## src/rtl/pipe_ctrl_unit_pkg.sv

```systemverilog
`default_nettype none
// ============================================================================
// Module   : pipe_ctrl_unit_pkg
// Brief    : Opcodes, ALU encodings, control bundle and memory FSM states.
// Revision : 1.0
// ============================================================================
package pipe_ctrl_unit_pkg;

    localparam int OPCODE_W = 7;

    typedef logic [OPCODE_W-1:0] opcode_t;
    typedef logic [1:0]          alu_op_t;
    typedef logic [1:0]          alu_src_t;

    localparam opcode_t OPCODE_ARITHM_REG = 7'b0110011;
    localparam opcode_t OPCODE_ARITHM_IMM = 7'b0010011;
    localparam opcode_t OPCODE_LOAD       = 7'b0000011;
    localparam opcode_t OPCODE_STORE      = 7'b0100011;
    localparam opcode_t OPCODE_BRANCH     = 7'b1100011;

    localparam alu_op_t ALU_OP_ARITHM_REG = 2'b00;
    localparam alu_op_t ALU_OP_ARITHM_IMM = 2'b01;

    localparam alu_src_t ALU_SRC_REG    = 2'b00;
    localparam alu_src_t ALU_SRC_IMM    = 2'b01;
    localparam alu_src_t ALU_SRC_STORE  = 2'b10;
    localparam alu_src_t ALU_SRC_BRANCH = 2'b11;

    typedef enum logic [0:0] {
        MEM_IDLE = 1'b0,
        MEM_WAIT = 1'b1
    } mem_state_t;

    // An all-zero bundle is the pipeline bubble.
    typedef struct packed {
        alu_op_t  alu_op_mode;
        alu_src_t alu_src;
        logic     brn_cond;
        logic     mem_we;
        logic     mem_to_reg;
        logic     reg_we;
        logic     illegal;
        logic     valid;
    } ctrl_t;

endpackage
`default_nettype wire

```

## src/rtl/pipe_ctrl_unit_if.sv

```systemverilog
`default_nettype none
// ============================================================================
// Module   : pipe_ctrl_unit_if
// Brief    : D-stage inputs, pipeline controls, hazards and memory handshake.
// Revision : 1.0
// ============================================================================
interface pipe_ctrl_unit_if
    import pipe_ctrl_unit_pkg::*;
#(
    parameter int REG_ADDR_W = 5
);
    logic                  valid_d;
    opcode_t               opcode_d;
    logic [REG_ADDR_W-1:0] rd_d;
    logic [REG_ADDR_W-1:0] rs1_d;
    logic [REG_ADDR_W-1:0] rs2_d;
    logic                  branch_taken_e;
    logic                  mem_ready;

    alu_op_t               alu_op_mode_e;
    alu_src_t              alu_src_e;
    logic                  brn_cond_e;
    logic                  mem_we_e;
    logic                  mem_to_reg_e;
    logic                  reg_we_e;
    logic                  valid_e;
    logic                  illegal_e;
    logic [REG_ADDR_W-1:0] rd_e;

    logic                  mem_we_m;
    logic                  mem_to_reg_m;
    logic                  reg_we_m;
    logic                  valid_m;
    logic [REG_ADDR_W-1:0] rd_m;

    logic                  mem_req;
    logic                  stall_fd;
    logic                  stall_em;
    logic                  flush_d;
    logic                  mem_err;

    modport master (
        output valid_d, opcode_d, rd_d, rs1_d, rs2_d, branch_taken_e, mem_ready,
        input  alu_op_mode_e, alu_src_e, brn_cond_e, mem_we_e, mem_to_reg_e,
               reg_we_e, valid_e, illegal_e, rd_e,
               mem_we_m, mem_to_reg_m, reg_we_m, valid_m, rd_m,
               mem_req, stall_fd, stall_em, flush_d, mem_err
    );

    modport slave (
        input  valid_d, opcode_d, rd_d, rs1_d, rs2_d, branch_taken_e, mem_ready,
        output alu_op_mode_e, alu_src_e, brn_cond_e, mem_we_e, mem_to_reg_e,
               reg_we_e, valid_e, illegal_e, rd_e,
               mem_we_m, mem_to_reg_m, reg_we_m, valid_m, rd_m,
               mem_req, stall_fd, stall_em, flush_d, mem_err
    );

endinterface
`default_nettype wire

```

## src/rtl/pipe_ctrl_unit_ctrl_decode.sv

```systemverilog
`default_nettype none
// ============================================================================
// Module   : ctrl_decode
// Brief    : Combinational D-stage opcode decoder producing the control bundle.
// Revision : 1.0
// ============================================================================
module ctrl_decode
    import pipe_ctrl_unit_pkg::*;
(
    input  wire logic    i_valid,
    input  wire opcode_t i_opcode,
    output ctrl_t        o_ctrl,
    output logic         o_rs2_used
);

    always_comb begin
        o_ctrl       = '0;
        o_rs2_used   = 1'b0;
        o_ctrl.valid = i_valid;
        case (i_opcode)
            OPCODE_ARITHM_REG: begin
                o_ctrl.alu_op_mode = ALU_OP_ARITHM_REG;
                o_ctrl.alu_src     = ALU_SRC_REG;
                o_ctrl.reg_we      = i_valid;
                o_rs2_used         = 1'b1;
            end
            OPCODE_ARITHM_IMM: begin
                o_ctrl.alu_op_mode = ALU_OP_ARITHM_IMM;
                o_ctrl.alu_src     = ALU_SRC_IMM;
                o_ctrl.reg_we      = i_valid;
            end
            OPCODE_LOAD: begin
                o_ctrl.alu_op_mode = ALU_OP_ARITHM_IMM;
                o_ctrl.alu_src     = ALU_SRC_IMM;
                o_ctrl.reg_we      = i_valid;
                o_ctrl.mem_to_reg  = i_valid;
            end
            OPCODE_STORE: begin
                o_ctrl.alu_op_mode = ALU_OP_ARITHM_IMM;
                o_ctrl.alu_src     = ALU_SRC_STORE;
                o_ctrl.mem_we      = i_valid;
                o_rs2_used         = 1'b1;
            end
            OPCODE_BRANCH: begin
                o_ctrl.alu_op_mode = ALU_OP_ARITHM_IMM;
                o_ctrl.alu_src     = ALU_SRC_BRANCH;
                o_ctrl.brn_cond    = i_valid;
                o_rs2_used         = 1'b1;
            end
            default: begin
                // A non-instruction slot is never flagged illegal.
                o_ctrl.alu_src = ALU_SRC_BRANCH;
                o_ctrl.illegal = i_valid;
            end
        endcase
    end

endmodule
`default_nettype wire

```

## src/rtl/pipe_ctrl_unit.sv

```systemverilog
`default_nettype none
// ============================================================================
// Module   : pipe_ctrl_unit
// Brief    : Pipelined control (D->E->M) with hazard stall/flush and memory FSM.
// Revision : 1.0
// ============================================================================
module pipe_ctrl_unit
    import pipe_ctrl_unit_pkg::*;
#(
    parameter int REG_ADDR_W  = 5,
    parameter int MEM_TIMEOUT = 15
) (
    input  wire logic         clk,
    input  wire logic         rst,
    pipe_ctrl_unit_if.slave   bus
);

    localparam int              CNT_W     = $clog2(MEM_TIMEOUT + 1);
    localparam logic [CNT_W-1:0] c_cnt_max = CNT_W'(MEM_TIMEOUT);
    localparam logic [CNT_W-1:0] c_cnt_one = CNT_W'(1);

    ctrl_t                 w_ctrl_d;
    logic                  w_rs2_used_d;
    ctrl_t                 r_ctrl_e;
    logic [REG_ADDR_W-1:0] r_rd_e;
    logic                  r_mem_we_m;
    logic                  r_mem_to_reg_m;
    logic                  r_reg_we_m;
    logic                  r_valid_m;
    logic [REG_ADDR_W-1:0] r_rd_m;

    mem_state_t            r_state;
    mem_state_t            w_state_nxt;
    logic [CNT_W-1:0]      r_cnt;
    logic [CNT_W-1:0]      w_cnt_nxt;
    logic                  r_mem_err;
    logic                  w_mem_req;
    logic                  w_ms;
    logic                  w_timeout;
    logic                  w_lu;

    ctrl_decode u_ctrl_decode (
        .i_valid    (bus.valid_d),
        .i_opcode   (bus.opcode_d),
        .o_ctrl     (w_ctrl_d),
        .o_rs2_used (w_rs2_used_d)
    );

    assign w_lu = r_ctrl_e.valid & r_ctrl_e.mem_to_reg & (r_rd_e != '0) & bus.valid_d &
                  ((r_rd_e == bus.rs1_d) | (w_rs2_used_d & (r_rd_e == bus.rs2_d)));

    always_comb begin
        w_state_nxt = r_state;
        w_cnt_nxt   = r_cnt;
        w_mem_req   = 1'b0;
        w_ms        = 1'b0;
        w_timeout   = 1'b0;
        case (r_state)
            MEM_IDLE: begin
                w_mem_req = r_valid_m & (r_mem_we_m | r_mem_to_reg_m);
                if (w_mem_req && !bus.mem_ready) begin
                    w_ms        = 1'b1;
                    w_state_nxt = MEM_WAIT;
                    w_cnt_nxt   = c_cnt_one;
                end
            end
            MEM_WAIT: begin
                w_mem_req = 1'b1;
                if (bus.mem_ready) begin
                    w_state_nxt = MEM_IDLE;
                    w_cnt_nxt   = '0;
                end else if (r_cnt == c_cnt_max) begin
                    // Abort: let the access retire so the pipeline cannot lock up.
                    w_timeout   = 1'b1;
                    w_state_nxt = MEM_IDLE;
                    w_cnt_nxt   = '0;
                end else begin
                    w_ms      = 1'b1;
                    w_cnt_nxt = r_cnt + c_cnt_one;
                end
            end
            default: w_state_nxt = MEM_IDLE;
        endcase
    end

    always_ff @(posedge clk or posedge rst) begin
        if (rst) begin
            r_state   <= MEM_IDLE;
            r_cnt     <= '0;
            r_mem_err <= 1'b0;
        end else begin
            r_state   <= w_state_nxt;
            r_cnt     <= w_cnt_nxt;
            r_mem_err <= r_mem_err | w_timeout;
        end
    end

    always_ff @(posedge clk or posedge rst) begin
        if (rst) begin
            r_ctrl_e       <= '0;
            r_rd_e         <= '0;
            r_mem_we_m     <= 1'b0;
            r_mem_to_reg_m <= 1'b0;
            r_reg_we_m     <= 1'b0;
            r_valid_m      <= 1'b0;
            r_rd_m         <= '0;
        end else if (!w_ms) begin
            r_mem_we_m     <= r_ctrl_e.mem_we;
            r_mem_to_reg_m <= r_ctrl_e.mem_to_reg;
            r_reg_we_m     <= r_ctrl_e.reg_we;
            r_valid_m      <= r_ctrl_e.valid;
            r_rd_m         <= r_rd_e;
            if (bus.branch_taken_e || w_lu) begin
                r_ctrl_e <= '0;
                r_rd_e   <= '0;
            end else begin
                r_ctrl_e <= w_ctrl_d;
                r_rd_e   <= bus.rd_d;
            end
        end
    end

    assign bus.alu_op_mode_e = r_ctrl_e.alu_op_mode;
    assign bus.alu_src_e     = r_ctrl_e.alu_src;
    assign bus.brn_cond_e    = r_ctrl_e.brn_cond;
    assign bus.mem_we_e      = r_ctrl_e.mem_we;
    assign bus.mem_to_reg_e  = r_ctrl_e.mem_to_reg;
    assign bus.reg_we_e      = r_ctrl_e.reg_we;
    assign bus.valid_e       = r_ctrl_e.valid;
    assign bus.illegal_e     = r_ctrl_e.illegal;
    assign bus.rd_e          = r_rd_e;

    assign bus.mem_we_m      = r_mem_we_m;
    assign bus.mem_to_reg_m  = r_mem_to_reg_m;
    assign bus.reg_we_m      = r_reg_we_m & ~w_timeout;
    assign bus.valid_m       = r_valid_m;
    assign bus.rd_m          = r_rd_m;

    assign bus.mem_req       = w_mem_req;
    assign bus.stall_em      = w_ms;
    assign bus.stall_fd      = w_ms | (~bus.branch_taken_e & w_lu);
    assign bus.flush_d       = ~w_ms & bus.branch_taken_e;
    assign bus.mem_err       = r_mem_err;

endmodule
`default_nettype wire

```

## src/flat_wrapper.sv

```systemverilog
// flat-port wrapper written by rule: the top's interface ports become plain ports
module pipe_ctrl_unit_flat import pipe_ctrl_unit_pkg::*;
#(
    parameter int REG_ADDR_W  = 5,
    parameter int MEM_TIMEOUT = 15
)
  (clk, rst, bus_valid_d, bus_opcode_d, bus_rd_d, bus_rs1_d, bus_rs2_d, bus_branch_taken_e, bus_mem_ready, bus_alu_op_mode_e, bus_alu_src_e, bus_brn_cond_e, bus_mem_we_e, bus_mem_to_reg_e, bus_reg_we_e, bus_valid_e, bus_illegal_e, bus_rd_e, bus_mem_we_m, bus_mem_to_reg_m, bus_reg_we_m, bus_valid_m, bus_rd_m, bus_mem_req, bus_stall_fd, bus_stall_em, bus_flush_d, bus_mem_err);
  pipe_ctrl_unit_if #(.REG_ADDR_W(REG_ADDR_W)) bus_i ();
  input  wire logic clk;
  input  wire logic rst;
  input wire logic [$bits(bus_i.valid_d)-1:0] bus_valid_d;
  input wire logic [$bits(bus_i.opcode_d)-1:0] bus_opcode_d;
  input wire logic [$bits(bus_i.rd_d)-1:0] bus_rd_d;
  input wire logic [$bits(bus_i.rs1_d)-1:0] bus_rs1_d;
  input wire logic [$bits(bus_i.rs2_d)-1:0] bus_rs2_d;
  input wire logic [$bits(bus_i.branch_taken_e)-1:0] bus_branch_taken_e;
  input wire logic [$bits(bus_i.mem_ready)-1:0] bus_mem_ready;
  output wire logic [$bits(bus_i.alu_op_mode_e)-1:0] bus_alu_op_mode_e;
  output wire logic [$bits(bus_i.alu_src_e)-1:0] bus_alu_src_e;
  output wire logic [$bits(bus_i.brn_cond_e)-1:0] bus_brn_cond_e;
  output wire logic [$bits(bus_i.mem_we_e)-1:0] bus_mem_we_e;
  output wire logic [$bits(bus_i.mem_to_reg_e)-1:0] bus_mem_to_reg_e;
  output wire logic [$bits(bus_i.reg_we_e)-1:0] bus_reg_we_e;
  output wire logic [$bits(bus_i.valid_e)-1:0] bus_valid_e;
  output wire logic [$bits(bus_i.illegal_e)-1:0] bus_illegal_e;
  output wire logic [$bits(bus_i.rd_e)-1:0] bus_rd_e;
  output wire logic [$bits(bus_i.mem_we_m)-1:0] bus_mem_we_m;
  output wire logic [$bits(bus_i.mem_to_reg_m)-1:0] bus_mem_to_reg_m;
  output wire logic [$bits(bus_i.reg_we_m)-1:0] bus_reg_we_m;
  output wire logic [$bits(bus_i.valid_m)-1:0] bus_valid_m;
  output wire logic [$bits(bus_i.rd_m)-1:0] bus_rd_m;
  output wire logic [$bits(bus_i.mem_req)-1:0] bus_mem_req;
  output wire logic [$bits(bus_i.stall_fd)-1:0] bus_stall_fd;
  output wire logic [$bits(bus_i.stall_em)-1:0] bus_stall_em;
  output wire logic [$bits(bus_i.flush_d)-1:0] bus_flush_d;
  output wire logic [$bits(bus_i.mem_err)-1:0] bus_mem_err;
  assign bus_i.valid_d = bus_valid_d;
  assign bus_i.opcode_d = bus_opcode_d;
  assign bus_i.rd_d = bus_rd_d;
  assign bus_i.rs1_d = bus_rs1_d;
  assign bus_i.rs2_d = bus_rs2_d;
  assign bus_i.branch_taken_e = bus_branch_taken_e;
  assign bus_i.mem_ready = bus_mem_ready;
  assign bus_alu_op_mode_e = bus_i.alu_op_mode_e;
  assign bus_alu_src_e = bus_i.alu_src_e;
  assign bus_brn_cond_e = bus_i.brn_cond_e;
  assign bus_mem_we_e = bus_i.mem_we_e;
  assign bus_mem_to_reg_e = bus_i.mem_to_reg_e;
  assign bus_reg_we_e = bus_i.reg_we_e;
  assign bus_valid_e = bus_i.valid_e;
  assign bus_illegal_e = bus_i.illegal_e;
  assign bus_rd_e = bus_i.rd_e;
  assign bus_mem_we_m = bus_i.mem_we_m;
  assign bus_mem_to_reg_m = bus_i.mem_to_reg_m;
  assign bus_reg_we_m = bus_i.reg_we_m;
  assign bus_valid_m = bus_i.valid_m;
  assign bus_rd_m = bus_i.rd_m;
  assign bus_mem_req = bus_i.mem_req;
  assign bus_stall_fd = bus_i.stall_fd;
  assign bus_stall_em = bus_i.stall_em;
  assign bus_flush_d = bus_i.flush_d;
  assign bus_mem_err = bus_i.mem_err;
  pipe_ctrl_unit #(.REG_ADDR_W(REG_ADDR_W), .MEM_TIMEOUT(MEM_TIMEOUT)) u_core (.clk(clk), .rst(rst), .bus(bus_i));
endmodule
```

## config.mk

```make
export PLATFORM = sky130hd
export DESIGN_NAME = pipe_ctrl_unit_flat
export DESIGN_NICKNAME = d
export VERILOG_FILES = /design/src/rtl/pipe_ctrl_unit_pkg.sv /design/src/rtl/pipe_ctrl_unit_if.sv /design/src/rtl/pipe_ctrl_unit_ctrl_decode.sv /design/src/rtl/pipe_ctrl_unit.sv /design/src/flat_wrapper.sv
export SDC_FILE = /design/constraint.sdc
export NUM_CORES = 1
export LEC_CHECK = 0
export CAP_MARGIN = 30
export CORE_MARGIN = 2
export CORE_UTILIZATION = 47
export DETAILED_ROUTE_END_ITERATION = 10
export PLACE_DENSITY_LB_ADDON = 0.12
export SLEW_MARGIN = 0
export SYNTH_ARGS = -nofsm -noshare
export SYNTH_HDL_FRONTEND = slang
export SYNTH_SLANG_ARGS = --single-unit
```

## constraint.sdc

```tcl
create_clock -name clk -period 4 [get_ports clk]
set_input_delay 0.4 -clock clk [delete_from_list [all_inputs] [get_ports clk]]
set_output_delay 0.4 -clock clk [all_outputs]
set_load 0.03 [all_outputs]
```

==> metrics.log, run 1 <==
[metrics] post-DR vias/cell: 5.68
[metrics] effective utilization at floorplan: 48.4%
[metrics] Primary FF master, synth: sky130_fd_sc_hd__dfrtp_1
[metrics] vias after detailed routing: between 1000 and 1500
[metrics] worst path bufs/invs: 2
[metrics] portion of the clock cycle consumed by the worst path in the final layout: 77.9%
[metrics] worst-path maximum fanout: 15
[metrics] drt first-iter violations: 51
[metrics] maximum single-stage delay on the critical path: 0.69 ns
[metrics] arrival time at the worst endpoint: 2.72 ns
[metrics] worst slew margin relative to its limit: 44.5%
[metrics] series of cell instances along the critical path: clkdlybuf4s50_1 > a21boi_2 > nand4_1 > nor4_2 > o21ai_2 > o21bai_1 > clkdlybuf4s50_1
[metrics] kind of start point of the critical path: input pin
[metrics] sum of overflow across all layers after global routing: 0
[metrics] number of buffers added for setup after CTS: 0
[metrics] outcome: finished clean
[metrics] maximum ir drop on the vdd rail: 0.221 mV
[metrics] via count of the first global-routing pass: 1220
[metrics] DRC viols: 0
[metrics] Sequential Area: roughly 730 sq um
[metrics] Root Driver: sky130_fd_sc_hd__clkbuf_4
[metrics] Achievable Freq: around 320 MHz
[metrics] # IOs: 56
[metrics] final routed wirelength across all metal layers: 3480 microns
[metrics] CP top delay family: buffers and inverters
[metrics] part of the Yosys area used for sequential elements: 50.0%
[metrics] cell count after synthesis: 127
[metrics] classification of the worst-slack hold path: in -> async
[metrics] portion of total power attributed to the clock network: 41.0%
[metrics] average detailed-routed wire length per instance: 15.9 microns
[metrics] Worst Setup Slack, final: slightly below 0.9 ns
[metrics] type of the setup path with the least slack: in -> out
[metrics] antenna fix cells: 0
[metrics] Synth Cell Area: 0.00145 sq mm
[metrics] sum of net half-perimeters after detailed placement: 2530 microns
[metrics] final critical path time including I/O delays and setup: 3.12 ns
[metrics] # port buffers: 54
[metrics] library cell occupying the most area in the post-synthesis netlist: sky130_fd_sc_hd__dfrtp_1
[metrics] max-cap violation count: 0
[metrics] critical path required time: 3.60 ns
[metrics] number of H-tree levels: 2
[metrics] Final Hold Vio Count: 0
[metrics] sort of element at the end of the critical path: primary output
[metrics] fraction of registers with async set or reset after synthesis: 100%
[metrics] final max-slew violation count: 0
[metrics] Min Hold Slack: 0.299 ns
[metrics] switching portion of total power: a little under a quarter
[metrics] number of nets in the layout: between 200 and 250
[metrics] Yosys top cell area share: 50.0%
[metrics] antenna violations before repair: 0
[metrics] Worst-path clk slew: 0.09 ns
[metrics] total track usage: about 22%
[metrics] post-route antenna net violation count: 0
[metrics] die width: between 50 and 60 microns
[metrics] syn_nets: 155
[metrics] part of the power in combinational logic: 15.6%
[metrics] cell at the slowest stage of the critical path: sky130_fd_sc_hd__clkdlybuf4s50_1
[metrics] placer congestion estimate: 0.853
[metrics] static leakage: 0.904 nW
[metrics] fill cell total of the finished layout: 239
[metrics] Die Outline Area: 0.00355 sq mm
[metrics] slew at the pin closest to its max-slew limit: 0.829 ns
[metrics] post-cts hold buffer count: 0
[metrics] DRT Pass-1 Iters: 4
[metrics] layout cell share with drive strength beyond 1: 15.1%
[metrics] latest clock arrival within the worst-skew pair: around 0.33 ns
[metrics] sequential share of power: 43.4%
[metrics] Die H: 59.6 microns
[metrics] Post-synth EDFFs: 0
[metrics] Synth Area per Inst: 11.4 sq um
[metrics] Post-Route Utilization: a little under three quarters
[metrics] pin count of the biggest net entering global routing: 27
[metrics] number of sinks on the clock net: 29
[metrics] Layout Skew: around 0.0052 ns
[metrics] wire length of the first global-routing pass: 5660 microns
[metrics] post-cts gate resize count: 0
[metrics] worst-case clock buffer depth: 2
[metrics] Post-Place Setup Slack: 0.886 ns
[metrics] Switch Pwr: approximately 0.17 mW
[metrics] Setup TNS: 0 ns
[metrics] Worst path most repeated cell: sky130_fd_sc_hd__clkdlybuf4s50_1
[metrics] area growth from synthesis to layout: 47.3%
[metrics] unrepaired setup endpoints after global routing: false
[metrics] synthesis warning total: 0
[metrics] total power per unit cell area: 341 mW/mm^2
[metrics] post-synthesis sequential element count: 29
[metrics] # setup viols final: 0
[metrics] area taken by multi-input logic gates: approximately 700 sq um
[metrics] total core area: 0.00300 sq mm
[metrics] distinct cell type count after synthesis: 37
[metrics] cell internal power dissipation: ~0.56 mW
[metrics] leading cell types by total area after synthesis: sky130_fd_sc_hd__dfrtp_1 50%, sky130_fd_sc_hd__a32o_1 7.6%, sky130_fd_sc_hd__mux2_2 7.0%
[metrics] clock tree from TritonCTS: built
[metrics] number of CTS-inserted buffers: 5
[metrics] count of standard-cell rows: 20
==> final timing paths <==
| path | end | slack [ns] | start | cells past startpoint |
|---|---|---|---|---|
| min in group clk | u_core.bus.mem_err | 0.48 | u_core.bus.mem_err | 1 |
| setup reg to reg | u_core.bus.mem_we_e | 1.64 | u_core.r_cnt[0] | 7 |
| max in group asynchronous | u_core.bus.alu_op_mode_e[0] | 3.30 | rst | 3 |
| hold / removal | u_core.r_cnt[0] | 0.30 | rst | 2 |
| hold reg to reg | u_core.bus.mem_err | 0.48 | u_core.bus.mem_err | 1 |
| setup / recovery | bus_stall_fd | 0.88 | bus_opcode_d[5] | 7 |
==> cells in the final DEF, fill, tap and decap left out, drive strengths merged, types with 2 or more instances in the layout <==
cell type / instances
nor2b: 4
bufinv: 2
a22o: 3
and3: 2
nor4: 2
buf: 2
mux2: 9
nand2: 7
a21oi: 5
or2: 2
dfrtp: 29
nor2: 7
nand3: 6
o21ai: 4
nor3: 3
a21bo: 3
clkdlybuf4s50: 54
xnor2: 6
xor2: 5
inv: 3
clkbuf: 5
a32o: 11
==> metrics by stage <==
stage	cells	cell area, sq um	total power, mW
after detailed placement	211	2040	0.437
after global routing	219	2140	0.763
final	219	2140	0.730
after CTS	219	2140	0.737
after floorplan	127	1450	0.376
after global placement	210	2010	0.429
==> metal layers <==
layer	vias up	global-route usage, %	wire length [microns]
met4	0	8.57	59
met2	46	33.9	1710
met5	-	0	0
met1	603	28.5	1460
met3	6	6.99	251
li1	589	-	-
==> state kept, by name (all words and copies together) (netlist names) <==
signal	flops
u_core.bus.reg_we_e	1
u_core.bus.mem_to_reg_e	1
u_core.bus.alu_op_mode_e	1
u_core.r_reg_we_m	1
u_core.bus.illegal_e	1
u_core.bus.rd_m	5
u_core.bus.mem_to_reg_m	1
u_core.bus.rd_e	5
u_core.r_state	1
u_core.bus.alu_src_e	2
u_core.bus.valid_e	1
u_core.bus.mem_we_e	1
u_core.r_cnt	4
u_core.bus.brn_cond_e	1
u_core.bus.mem_err	1
u_core.bus.valid_m	1
u_core.bus.mem_we_m	1
==> Yosys cell counts (2+ instances only) <==
| cell type | count |
|---|---|
| sky130_fd_sc_hd__nand3_1 | 6 |
| sky130_fd_sc_hd__a22o_1 | 3 |
| sky130_fd_sc_hd__inv_1 | 3 |
| sky130_fd_sc_hd__xor2_1 | 5 |
| sky130_fd_sc_hd__nor2b_1 | 4 |
| sky130_fd_sc_hd__xnor2_1 | 6 |
| sky130_fd_sc_hd__or2_2 | 2 |
| sky130_fd_sc_hd__nor3_1 | 3 |
| sky130_fd_sc_hd__mux2_2 | 9 |
| sky130_fd_sc_hd__o21ai_0 | 2 |
| sky130_fd_sc_hd__dfrtp_1 | 29 |
| sky130_fd_sc_hd__and3_1 | 2 |
| sky130_fd_sc_hd__nor2_1 | 7 |
| sky130_fd_sc_hd__a21bo_2 | 3 |
| sky130_fd_sc_hd__a21oi_1 | 4 |
| sky130_fd_sc_hd__nand2_1 | 7 |
| sky130_fd_sc_hd__buf_2 | 2 |
| sky130_fd_sc_hd__a32o_1 | 11 |
==> cell families after synthesis <==
logic type      after synthesis  synth area share (%)
compound gates               31                  18.8
xor+xnor                     11                  6.63
fa+ha+maj                     1                 0.861
buf+inv                       8                  3.01
flops                        29                  50.0
mux                           9                  6.98
other cells                   1                 0.258
simple gates                 37                  13.5
==> cell type report <==
| type | count | area share [%] |
|---|---|---|
| clock buffers | 5 | 1.75 |
| flip-flops and latches | 29 | 33.9 |
| well taps | 33 | 1.93 |
| multi-input cells | 90 | 31.9 |
| inverters | 3 | 0.526 |
| repair buffers | 56 | 26.9 |
| clock inverters | 3 | 3.04 |
==> power by group through the flow <==
stage	Clock (mW)	Combinational [mW]	Sequential, mW
floorplan	0	0.0379	0.338
global placement	0	0.108	0.321
detailed placement	0	0.114	0.323
CTS	0.305	0.115	0.317
global route	0.322	0.122	0.319
finish	0.299	0.114	0.317
Note: power is estimated with default switching activity, not from simulation.
==> inputs of run 2 (changes only) <==
Settings changed: CORE_UTILIZATION 47 to 43.
Clock period 4 ns to 3.2 ns, I/O delays scaled along.
==> metrics.log, run 2 (synthesis results as in run 1) <==
[metrics] count of standard-cell rows: 21 (+5.0%)
[metrics] post-cts gate resize count: 0 (unchanged)
[metrics] DRT Pass-1 Iters: 4 (unchanged)
[metrics] post-DR vias/cell: 5.46 (-3.9%)
[metrics] die width: 62.1 microns (+4.2%)
[metrics] # IOs: 56 (unchanged)
[metrics] Die H: 62.1 microns (+4.2%)
[metrics] latest clock arrival within the worst-skew pair: 0.33 ns (about the same)
[metrics] post-layout instance area: 0.00214 sq mm (about the same)
[metrics] static leakage: 0.899 nW (-0.57%)
[metrics] final routed wirelength across all metal layers: 3540 microns (+1.5%)
[metrics] number of nets in the layout: 215 (+0.94%)
[metrics] post-route antenna net violation count: 0 (unchanged)
[metrics] sum of net half-perimeters after detailed placement: 2630 microns (+3.7%)
[metrics] # setup viols final: 0 (unchanged)
[metrics] antenna fix cells: 0 (unchanged)
[metrics] classification of the worst-slack hold path: in -> async
[metrics] non-filler instance count after layout: 233 (+6.4%)
[metrics] Worst-path clk slew: 0.10 ns (about the same)
[metrics] number of CTS-inserted buffers: 5 (unchanged)
[metrics] worst slew margin relative to its limit: 60.8% (+16 points)
[metrics] effective utilization at floorplan: 44.2% (-4.1 points)
[metrics] sort of element at the end of the critical path: primary output
[metrics] total core area: 0.00328 sq mm (+9.4%)
[metrics] average detailed-routed wire length per instance: 15.2 microns (-4.6%)
[metrics] total track usage: 19.9% (-2.0 points)
[metrics] number of cells after detailed placement: 226 (+7.1%)
[metrics] number of H-tree levels: 2 (unchanged)
[metrics] area growth from synthesis to layout: 47.4% (about the same)
[metrics] post-cts hold buffer count: 0 (unchanged)
[metrics] portion of the clock cycle consumed by the worst path in the final layout: between 80% and 90%
[metrics] type of the setup path with the least slack: in -> out
[metrics] Cell Area, Placed: 0.00207 sq mm (+1.5%)
[metrics] area taken by multi-input logic gates: 683 sq um (unchanged)
[metrics] Die Outline Area: 0.00386 sq mm (+8.7%)
[metrics] Post-Route Utilization: 65.2% (-6.1 points)
[metrics] maximum ir drop on the vdd rail: 0.325 mV (+47%)
[metrics] Sequential Area: 726 sq um (unchanged)
[metrics] placer congestion estimate: 0.762 (-11%)
[metrics] arrival time at the worst endpoint: 2.42 ns (-0.30 ns)
[metrics] Achievable Freq: 365 MHz
[metrics] most frequent cells in the layout: 54 x sky130_fd_sc_hd__clkdlybuf4s50_1, 29 x sky130_fd_sc_hd__dfrtp_1, 11 x sky130_fd_sc_hd__a32o_1, 9 x sky130_fd_sc_hd__mux2_2
[metrics] drt first-iter violations: 46 (-9.8%)
[metrics] clock tree from TritonCTS: built
[metrics] most common cell after layout, fill and taps aside: sky130_fd_sc_hd__clkdlybuf4s50_1
[metrics] wire length of the first global-routing pass: 5990 microns (+5.7%)
[metrics] worst-path maximum fanout: 6 (-9)
[metrics] DRC viols: 0 (unchanged)
[metrics] Min Hold Slack: 0.228 ns (-0.0709 ns)
[metrics] final critical path time including I/O delays and setup: 2.74 ns
[metrics] slew at the pin closest to its max-slew limit: 0.586 ns (-0.243 ns)
[metrics] antenna violations before repair: 0 (unchanged)
[metrics] via count of the first global-routing pass: 1277 (+4.7%)
[metrics] outcome: finished clean
[metrics] vias after detailed routing: 1272 (+2.3%)
[metrics] Layout Skew: 0.0104 ns (+0.00523 ns)
[metrics] sum of overflow across all layers after global routing: 0 (unchanged)
[metrics] worst-case clock buffer depth: 2 (unchanged)
[metrics] pin count of the biggest net entering global routing: 27 (unchanged)
[metrics] kind of start point of the critical path: input pin
[metrics] # port buffers: 54 (unchanged)
[metrics] unrepaired setup endpoints after global routing: false
[metrics] final max-slew violation count: 0 (unchanged)
[metrics] critical path required time: 2.88 ns (-0.72 ns)
[metrics] max-cap violation count: 0 (unchanged)
[metrics] number of buffers added for setup after CTS: 0 (unchanged)
[metrics] Setup TNS: 0 ns (unchanged)
[metrics] Root Driver: sky130_fd_sc_hd__clkbuf_4
[metrics] layout cell share with drive strength beyond 1: 15.5% (+0.45 points)
[metrics] fill cell total of the finished layout: 295 (+23%)
[metrics] Final Hold Vio Count: 0 (unchanged)
[metrics] number of sinks on the clock net: 29 (unchanged)
[metrics] total power per unit cell area: 385 mW/mm^2 (+13%)
==> run 2: metrics by stage <==
step / setup slack [ns] / power, mW
finish: 0.461 / 0.823
detailed placement: 0.463 / 0.547
CTS: 0.458 / 0.829
global route: 0.269 / 0.862
global placement: 0.518 / 0.539
floorplan: 0.867 / 0.470
==> run 2: cell type report <==
class | count | share of cell area [%]
Sequential cell | 29 | 33.9
Inverter | 3 | 0.526
Timing Repair Buffer | 58 | 27.6
Tap cell | 46 | 2.69
Clock buffer | 5 | 1.75
Multi-Input combinational cell | 90 | 31.9
Clock inverter | 2 | 1.64
==> run 2: final timing paths <==
check	from	end	slack (ns)	depth (start not counted)
setup / recovery	bus_opcode_d[5]	bus_stall_fd	0.46	7
hold / removal	rst	u_core.r_cnt[2]	0.23	2
setup reg to reg	u_core.r_cnt[0]	u_core.bus.mem_we_e	0.94	7
hold reg to reg	u_core.bus.illegal_e	u_core.bus.illegal_e	0.50	1
max in group asynchronous	rst	u_core.bus.alu_src_e[0]	2.55	3
min in group clk	u_core.bus.illegal_e	u_core.bus.illegal_e	0.50	1
==> run 2: metal layers <==
layer  up-vias  routed length [microns]  part of all wire [%]  track usage, %
li1        585                        -                     -               -
met1       612                     1410                    40            23.8
met2        67                     1810                    51            33.6
met3         8                      263                   7.4            6.88
met4         0                       53                   1.5            6.94
met5         -                        0                     0               0
==> run 2: worst max-delay path, stage by stage <==
cell and delay [ns]:
sky130_fd_sc_hd__clkdlybuf4s50_1 0.55, sky130_fd_sc_hd__a21boi_2 0.19, sky130_fd_sc_hd__nand4_1 0.12, sky130_fd_sc_hd__nor4_2 0.32, sky130_fd_sc_hd__o21ai_2 0.10, sky130_fd_sc_hd__o21bai_1 0.14
sky130_fd_sc_hd__clkdlybuf4s50_1 0.68
==> run 2: report_power, final <==
part | switching (mW) | internal [mW] | total, mW
combinational | 0.0665 | 0.0766 | 0.143
sequential | 0.0156 | 0.380 | 0.396
clock | 0.125 | 0.159 | 0.284
total | 0.208 | 0.616 | 0.823
==> inputs of run 3 (changes only) <==
Settings changed: CELL_PAD_IN_SITES_DETAIL_PLACEMENT set to 1, CELL_PAD_IN_SITES_GLOBAL_PLACEMENT set to 2, CORE_UTILIZATION 43 to 24, SLEW_MARGIN 0 to 20.
Clock period 3.2 ns to 2.3 ns, I/O delays scaled along.
==> metrics.log, run 3 (synthesis results as in run 1) <==
[metrics] # IOs: 56 (unchanged)
[metrics] wire length of the first global-routing pass: 6790 microns (+13%)
[metrics] placer congestion estimate: 0.793 (+4.0%)
[metrics] Layout Skew: 0.00559 ns (-0.00486 ns)
[metrics] number of cells after detailed placement: 259 (+15%)
[metrics] Total Power: 1.18 mW (+43%)
[metrics] final routed wirelength across all metal layers: 4240 microns (+20%)
[metrics] sort of element at the end of the critical path: primary output
[metrics] non-filler instance count after layout: 266 (+14%)
[metrics] post-cts hold buffer count: 0 (unchanged)
[metrics] Min Hold Slack: 0.331 ns (+0.103 ns)
[metrics] final critical path time including I/O delays and setup: 2.14 ns
[metrics] average detailed-routed wire length per instance: 15.9 microns (+5.0%)
[metrics] vias after detailed routing: 1272 (unchanged)
[metrics] Post-Place Setup Slack: 0.142 ns (-0.321 ns)
[metrics] FF-to-FF path depth: 6 (-1)
[metrics] pin count of the biggest net entering global routing: 30 (+11%)
[metrics] number of CTS-inserted buffers: 5 (unchanged)
[metrics] unrepaired setup endpoints after global routing: false
[metrics] worst slew margin relative to its limit: 66.2% (+5.4 points)
[metrics] classification of the worst-slack hold path: in -> async
[metrics] Worst-path clk slew: 0.06 ns (-0.04 ns)
[metrics] number of H-tree levels: 2 (unchanged)
[metrics] post-route antenna net violation count: 0 (unchanged)
[metrics] arrival time at the worst endpoint: 1.91 ns (-0.51 ns)
[metrics] most frequent cells in the layout: 50 x sky130_fd_sc_hd__clkdlybuf4s50_1, 27 x sky130_fd_sc_hd__dfrtp_1, 11 x sky130_fd_sc_hd__a32o_1, 9 x sky130_fd_sc_hd__mux2_2, 9 x sky130_fd_sc_hd__buf_4
[metrics] portion of the clock cycle consumed by the worst path in the final layout: 93.1%
[metrics] R2R Setup Slk: 0.47 ns (-0.47 ns)
[metrics] area growth from synthesis to layout: 52.9%
[metrics] number of sinks on the clock net: 29 (unchanged)
[metrics] antenna violations before repair: 0 (unchanged)
[metrics] final max-slew violation count: 0 (unchanged)
[metrics] number of nets in the layout: 219 (+1.9%)
[metrics] Final Hold Vio Count: 0 (unchanged)
[metrics] Cell Area, Placed: 0.00211 sq mm (+2.0%)
[metrics] Setup TNS: 0 ns (unchanged)
[metrics] type of the setup path with the least slack: reg -> out
[metrics] total core area: 0.00589 sq mm (+79%)
[metrics] Die H: 81.8 microns (+32%)
[metrics] Worst Setup Slack, final: 0.158 ns (-0.303 ns)
[metrics] fill cell total of the finished layout: 668 (+130%)
[metrics] latest clock arrival within the worst-skew pair: 0.28 ns (-0.05 ns)
[metrics] slew at the pin closest to its max-slew limit: 0.507 ns (-0.0789 ns)
[metrics] outcome: finished clean
[metrics] DRC viols: 0 (unchanged)
[metrics] drt first-iter violations: 40 (-13%)
[metrics] Achievable Freq: roughly 470 MHz
[metrics] worst-case clock buffer depth: 2 (unchanged)
[metrics] reg-to-reg startpoint: u_core.r_cnt[0]
[metrics] # port buffers: 54 (unchanged)
[metrics] Die Outline Area: 0.00669 sq mm (+73%)
[metrics] post-DR vias/cell: 4.78 (-12%)
[metrics] maximum ir drop on the vdd rail: 0.271 mV (-17%)
[metrics] post-layout instance area: 0.00222 sq mm (+3.7%)
[metrics] DRT Pass-1 Iters: 4 (unchanged)
[metrics] sum of overflow across all layers after global routing: 0 (unchanged)
[metrics] worst-path maximum fanout: 8 (+2)
[metrics] Post-Route Utilization: 37.7% (-27 points)
[metrics] static leakage: 0.941 nW (+4.7%)
[metrics] effective utilization at floorplan: 24.7% (-20 points)
[metrics] total track usage: 14.0% (-5.9 points)
[metrics] layout cell share with drive strength beyond 1: 20.9% (+5.4 points)
[metrics] Root Driver: sky130_fd_sc_hd__clkbuf_8
[metrics] max-cap violation count: 0 (unchanged)
[metrics] kind of start point of the critical path: register
[metrics] count of standard-cell rows: 28 (+33%)
[metrics] antenna fix cells: 0 (unchanged)
[metrics] total power per unit cell area: 531 mW/mm^2 (+38%)
[metrics] RR Endpoint: u_core.bus.mem_to_reg_e
[metrics] clock tree from TritonCTS: built
[metrics] die width: 81.8 microns (+32%)
[metrics] most common cell after layout, fill and taps aside: sky130_fd_sc_hd__clkdlybuf4s50_1
[metrics] # setup viols final: 0 (unchanged)
[metrics] via count of the first global-routing pass: 1387 (+8.6%)
[metrics] sum of net half-perimeters after detailed placement: 3240 microns (+23%)
[metrics] critical path required time: 2.07 ns (-0.81 ns)
## run 3: worst max path at each step
stage,from,endpoint,slack [ns],cells after the start
3_5_place_dp,bus_mem_ready,u_core.bus.mem_we_e,0.14,6
6_report,u_core.bus.rd_e[3],bus_stall_fd,0.16,6
5_1_grt,u_core.bus.rd_e[3],bus_stall_fd,0.04,6
3_3_place_gp,bus_opcode_d[5],bus_stall_fd,0.19,7
2_1_floorplan,u_core.r_cnt[0],bus_stall_fd,0.06,5
4_1_cts,u_core.bus.rd_e[3],bus_stall_fd,0.02,6
## run 3: area by class of cell
type	instances	area (sq um)	share of cell area [%]
sequential	29	728	32.8
multi-input combinational	90	701	31.5
timing repair buffer	62	601	27.0
tap	75	93.8	4.23
clock buffer	7	86.3	3.89
inverter	3	11.3	0.507
## run 3: worst max-delay path, cell delays in order, from the launching register on
cell and delay (ns):
sky130_fd_sc_hd__dfrtp_2 0.47, sky130_fd_sc_hd__xnor2_1 0.19, sky130_fd_sc_hd__nand3_1 0.09, sky130_fd_sc_hd__nor3_1 0.33, sky130_fd_sc_hd__o21ai_2 0.17, sky130_fd_sc_hd__o21bai_1 0.19
sky130_fd_sc_hd__buf_4 0.19
## run 3: repair_timing
action	in CTS	in global routing
resized for setup	1	8
pin swaps	0	1
endpoints found under the setup margin	1	3
setup buffers	0	0
## run 3: report_power, final
group          total [mW]  internal, mW  switching [mW]
registers           0.551         0.531          0.0205
logic               0.205         0.107          0.0979
clock network       0.424         0.237           0.187
## run 3: routing by layer
layer	vias to the layer above	share of wire, %	track usage, %
met5	-	0	0
met4	0	1.7	5.67
met3	6	4.7	4.51
met2	36	52	23.9
met1	639	41	16.1
li1	591	-	-
